`config.mk`:
```
export PLATFORM = sky130hd
export DESIGN_NAME = bus_arbiter
export DESIGN_NICKNAME = d
export VERILOG_FILES = /design/src/rtl/bus_arbiter.sv
export SDC_FILE = /design/constraint.sdc
export NUM_CORES = 1
export LEC_CHECK = 0
export ABC_AREA = 1
export CAP_MARGIN = 10
export CORE_MARGIN = 8
export CORE_UTILIZATION = 35
export CTS_CLUSTER_SIZE = 16
export DETAILED_ROUTE_END_ITERATION = 10
export SYNTH_ARGS = -nofsm -noshare
export SYNTH_HDL_FRONTEND = slang
export SYNTH_SLANG_ARGS = --single-unit
export TNS_END_PERCENT = 1
```
`constraint.sdc`:
```
create_clock -name clk -period 3.6 [get_ports clk]
set_clock_uncertainty 0.1 [all_clocks]
set_input_delay 1.08 -clock clk [delete_from_list [all_inputs] [get_ports clk]]
set_output_delay 1.08 -clock clk [all_outputs]
set_load 0.01 [all_outputs]
```
`src/rtl/bus_arbiter.sv`:
```
// Round-robin arbiter for the main system bus: grants one requester at a time,
// holds the grant while the owner is busy and revokes unused grants after a timeout.
module bus_arbiter #(
    parameter int unsigned NUM_REQ     = 4,
    parameter int unsigned ID_WIDTH    = 2,
    parameter int unsigned GNT_TIMEOUT = 16
) (
    input  logic                clk,
    input  logic                reset,
    input  logic [NUM_REQ-1:0]  req,
    input  logic [NUM_REQ-1:0]  busy,
    output logic [NUM_REQ-1:0]  grant,
    output logic [ID_WIDTH-1:0] owner_id,
    output logic                owner_valid,
    output logic                timeout_err
);

    localparam int unsigned CNT_W = (GNT_TIMEOUT > 2) ? $clog2(GNT_TIMEOUT) : 1;
    localparam logic [CNT_W-1:0] CNT_LAST = CNT_W'(GNT_TIMEOUT - 1);

    typedef enum logic [1:0] {
        IDLE    = 2'd0,
        GRANT   = 2'd1,
        OWNED   = 2'd2,
        RELEASE = 2'd3
    } state_t;

    state_t              state;
    logic [CNT_W-1:0]    wait_cnt;
    logic [ID_WIDTH-1:0] ptr;
    logic [ID_WIDTH-1:0] winner;
    logic [ID_WIDTH-1:0] cand;

    // Scan downward so the candidate closest to ptr+1 is the last one written.
    always_comb begin
        winner = '0;
        cand   = '0;
        for (int unsigned i = NUM_REQ; i >= 1; i--) begin
            cand = ID_WIDTH'((32'(ptr) + i) % NUM_REQ);
            if (req[cand]) begin
                winner = cand;
            end
        end
    end

    always_ff @(posedge clk) begin
        if (reset) begin
            state       <= IDLE;
            grant       <= '0;
            owner_id    <= '0;
            owner_valid <= 1'b0;
            timeout_err <= 1'b0;
            wait_cnt    <= '0;
            ptr         <= ID_WIDTH'(NUM_REQ - 1);
        end else begin
            timeout_err <= 1'b0;
            case (state)
                IDLE: begin
                    if (|req) begin
                        grant         <= '0;
                        grant[winner] <= 1'b1;
                        owner_id      <= winner;
                        owner_valid   <= 1'b1;
                        ptr           <= winner;
                        wait_cnt      <= '0;
                        state         <= GRANT;
                    end
                end
                GRANT: begin
                    wait_cnt <= wait_cnt + CNT_W'(1);
                    if (busy[owner_id]) begin
                        state <= OWNED;
                    end else if (!req[owner_id]) begin
                        grant       <= '0;
                        owner_valid <= 1'b0;
                        state       <= RELEASE;
                    end else if (wait_cnt == CNT_LAST) begin
                        grant       <= '0;
                        owner_valid <= 1'b0;
                        timeout_err <= 1'b1;
                        state       <= RELEASE;
                    end
                end
                OWNED: begin
                    // Only the owner's busy matters; req is irrelevant once the bus is in use.
                    if (!busy[owner_id]) begin
                        grant       <= '0;
                        owner_valid <= 1'b0;
                        state       <= RELEASE;
                    end
                end
                RELEASE: begin
                    state <= IDLE;
                end
                default: begin
                    grant       <= '0;
                    owner_valid <= 1'b0;
                    state       <= IDLE;
                end
            endcase
        end
    end

endmodule
```
# After elaboration in Yosys (flattened, before gate mapping)
# Index checks and enable logic that the tools add are counted.
[totals] reg_bits=16 out_inout_bits=8 word_cells=79
[op_classes] n_addsub=5 magnitude_cmp=7 eq_ne=9 muxes=39 bitwise_logic=2 n_reduce_logical=10
[ops] cell="2-to-1 mux 4 bit" n=6
[ops] cell="< comparator 2 x 3 -> 1 bit, second input constant" n=6
[ops] cell="2-to-1 mux 2 bit" n=9
[ops] cell="2-to-1 mux 1 bit" n=13
[ops] cell="binary-select mux 1 bit (select 2 bit)" n=6
[ops] cell="one-hot mux 4 bit (3 select lines)" n=1
[ops] cell="one-hot mux 2 bit (4 select lines)" n=1
[ops] cell="one-hot mux 4 bit (2 select lines)" n=1
[ops] cell="OR reduction 4 bit" n=2
[ops] cell="!= test 2 bit, second input constant" n=3
[ops] cell="AND reduction 5 bit" n=1
[ops] cell="adder 2 x 1 -> 2 bit, second input constant" n=2
[ops] cell="adder 2 bit, second input constant" n=2
[ops] cell="adder 4 x 1 -> 4 bit, second input constant" n=1
[ops] cell="equality test 2 bit, second input constant" n=2
[ops] cell="equality test 4 bit, second input constant" n=1
[ops] cell="!= test 4 bit, second input constant" n=1
[ops] cell="AND reduction 2 bit" n=2
[ops] cell="!= test 3 bit, second input constant" n=1
[ops] cell="one-hot mux 1 bit (3 select lines)" n=1
[ops] cell="AND reduction 3 bit" n=1
[ops] cell="nonzero test 3 bit" n=1
[ops] cell="demux 1 bit (select 2 bit)" n=1
[ops] cell="equality test 2 x 1 -> 1 bit, second input constant" n=1
[ops] cell="other kinds (5)" n=6

# Logic depth before layout (Yosys ltp)
[logic_depth] depth_word=13 depth_mapped=13 ltp_nobuf=12

# Worst setup path before layout
# No wires, ideal clock.
[synth_timing] path_type="input-to-reg" from="in req[1]" to="reg wait_cnt[3]" setup_time_ns=0.121 arrival_time_ns=1.892 required_ns=3.379 setup_slack_ns=1.487 cell_stages=7 path_buffers=0 path_cell_list="nor2_1 -> nand4_2 -> o21ai_0 -> nor2_1 -> nand3_1 -> xor2_1 -> nor2_1"
[synth_via] elab_chain_len=3
[synth_rtl] item="start, declared" line="10" source="input logic [NUM_REQ-1:0] req,"
[synth_rtl] item="OR reduction 4 bit" line="59" source="if (|req) begin"
[synth_rtl] item="!= test 2 bit (no line)"
[synth_rtl] item="AND reduction 2 bit (no line)"
[synth_rtl] item="end signal, assigned" line="70" source="wait_cnt <= wait_cnt + CNT_W'(1);"
[synth_rtl] item="end, declared" line="29" source="logic [CNT_W-1:0] wait_cnt;"
# Every way passes these cells.
# A chain may end at the register's enable or synchronous reset.

# Worst setup path in the final report
[layout_timing] from="reg owner_id[0]" to="out owner_id[0]"
[layout_rtl] item="start, declared" line="13" source="output logic [ID_WIDTH-1:0] owner_id,"
[layout_rtl] item="start signal, assigned" line="62" source="owner_id <= winner;"
# No word-level cell between the ends.

==> impl_results.md <==
* Met3 Usage GRT at 3.81%
* Net Sw Power at 0.000435 W
* Core area at 0.00295 mm2
* HP Class: reg2reg
* Synth cell types at 24
* Worst slew margin at 62.7%
* PD cells at 735 mW/mm2
* Max-Cap Viols at 0
* CTS tree: yes
* Sw Ratio at 46.9%
* Maximum fanout along the worst path at 7
* Port Buffers at 17
* Synthesized instance count at 154
* # DRC at 0
* Max Root-Sink Buffers at 2
* Post-Synth Adder-Cell Area at 5.98%
* Final Critical Period at 2.52 ns
* Crit Path Category: reg2out
* P&R area growth vs syn at 20.5%
* Initial core utilization at 35.4%
* Synth Area in Compound Gates at 11.0%
* N_diodes at 0
* Gr busiest metal: met2
* H-tree levels at 1
* Initial antenna violation count at 0
* Total GRT Usage at 9.89%
* Die height at 70.7 um
* Vias/cell at 4.89
* Die ar. at 0.00499 mm2
* Mux contribution to synthesized area at 0%
* Post-Synth Simple-Gate Area at 41.9%
* Sequential fraction of the synthesis area at 30.6%
* I/O pins at 18
* Max-slew violations at 0
* Synthesized area per cell at 6.79 um2
* Post-detail-place hpwl at 1890 um
* Seq pwr share at 30.4%
* Largest family of logic cells by synthesized area: simple AND/OR/NAND/NOR gates
* Xor/xnor cell area share of the yosys netlist at 1.67%
* First-pass GRT wire length at 4100 um
* Drt initial violations at 52
* Final wirelength at 2260 um
* R2r startpoint: state[0]
* Worst setup SP type: flop
* Fin Setup TNS at 0 ns
* Measured slew at the worst slew-check pin at 0.558 ns
* Clk slew on worst S/H paths at 0.09 ns
* Routability congestion estimate at 0.848
* Clock sinks at 16
* GR Layer Usage met2 at 15.9%
* Congestion Overflow GR at 0
* Register bit total from synthesis at 16
* Area of the mapped netlist at 0.00105 mm2
* Worst path max stage delay at 0.59 ns
* RSZ-0062 raised after global routing: false
* Final Worst Setup Slack at 1.08 ns
* Clk Tree Root Cell: clkbuf_4
* Critical Path RT at 2.42 ns
* Int Power at 0.000492 W
* Place WS at 0.826 ns
* Via count at 1002
* Worst Path Arrival at 1.34 ns
* Peak supply drop at 289 uV
* CTS buffer count at 3
* Grt met1 use at 11.4%
* Clk pwr share at 9.9%
* Logic pwr share at 59.7%
* # nets final at 189
* Critical path's slowest cell: clkdlybuf4s50_1
* Die width at 70.7 um
* Commonest non-fill, non-tap cell in the layout: nand2_1
* Ys Warns at 0
* Wire per inst at 11.0 um
* Final Cycle Share at 70.0%
* Buffers and inverters on the worst path at 1
* Top delay family on crit path: buffers and inverters
* Post-CTS Setup Bufs at 0
* Share of layout cells above drive strength 1 at 15.1%
* Static Leak at 0.583 nW
* DR pass1 iterations at 4
* FP Rows at 20
* Most frequent cells in the layout: nand2_1 (54), clkdlybuf4s50_1 (17), inv_1 (16), dfxtp_1 (16), nand3_1 (11)
* Hold Startpoint: owner_valid
* Final ANT Viol Nets at 0
* Critical Path Sink Type: primary output
* Final setup viols at 0
* Worst Setup SP: owner_id[0]
* Endpoints failing hold at 0
* Cts hold-fix bufs at 0
* Clock Latency Late Sink at 0.29 ns
* PostCTS Resize Cnt at 0
* Fmax achieved at 397 MHz
* Largest net degree at the start of global routing at 13
* Outcome: finished, final reports clean
* Vias in the first global route at 974
* CP cell instances: clkdlybuf4s50_1
* Mapped Nets at 169
[cells in the mapped netlist, drive strengths merged]
| cell | instances | share of area [%] |
|---|---|---|
| a21oi | 12 | 7.2 |
| nor4 | 1 | 0.60 |
| xor2 | 2 | 1.7 |
| dfxtp | 16 | 31 |
| nor3 | 1 | 0.48 |
| nor2 | 11 | 5.1 |
| o211ai | 2 | 1.4 |
| nand3 | 16 | 10 |
| nand2 | 61 | 24 |
| and2 | 1 | 0.84 |
| dlygate4sd1 | 1 | 0.84 |
| ha | 5 | 6.0 |
| nand4 | 1 | 1.2 |
| inv | 18 | 6.9 |
| o21ai | 5 | 2.4 |
| buf | 1 | 1.1 |
[cells by family after synthesis]
logic type | after synthesis
xor gates and xnor gates | 2
AOI/OAI and AO/OA | 19
adders and majority gates | 5
and+or+nand+nor | 92
DFF | 16
buffers and inverters | 20
[routing by layer]
metal	up-vias	share of wire (%)
met1	450	46
met5	-	0
met3	4	6.2
li1	529	-
met4	0	1.4
met2	19	46
[registers in the layout, indices dropped and copies added, names as in the netlist]
signal       flops
wait_cnt         4
timeout_err      1
state            2
ptr              2
owner_valid      1
grant            4
owner_id         2
[power groups by stage]
| stage | Combinational, W | Clock (W) | Sequential, W |
|---|---|---|---|
| 2_1_floorplan | 0.000419 | 0 | 0.000280 |
| 3_3_place_gp | 0.000546 | 0 | 0.000285 |
| 3_5_place_dp | 0.000553 | 0 | 0.000286 |
| 4_1_cts | 0.000556 | 0.0000957 | 0.000282 |
| 5_1_grt | 0.000630 | 0.000105 | 0.000293 |
| 6_report | 0.000553 | 0.0000917 | 0.000282 |
[area by class of cell]
type	instances	area, um2
well taps	33	41.3
inverters	18	72.6
fillers	320	1690
clock buffers	3	22.5
flip-flops and latches	16	320
multi-input cells	118	633
repair buffers	17	170
[stage by stage]
step,power [W],instances,utilization [%],hold slack [ns],instance area (um2)
after floorplan,0.000699,154,-,0.358,1050
after global placement,0.000831,202,41.9,0.355,1240
after detailed placement,0.000839,202,41.9,0.358,1240
after CTS,0.000934,205,42.7,0.372,1260
after global routing,0.00103,205,42.7,0.414,1260
final,0.000927,205,42.7,0.376,1260
[worst paths after layout]
check,to,slack [ns],cells past startpoint
worst max-delay path,owner_id[0],1.08,1
worst min-delay path,owner_valid,0.38,2
worst max register to register,wait_cnt[3],1.86,8
worst min register to register,owner_valid,0.38,2
Power figures use the tool's default switching activity.
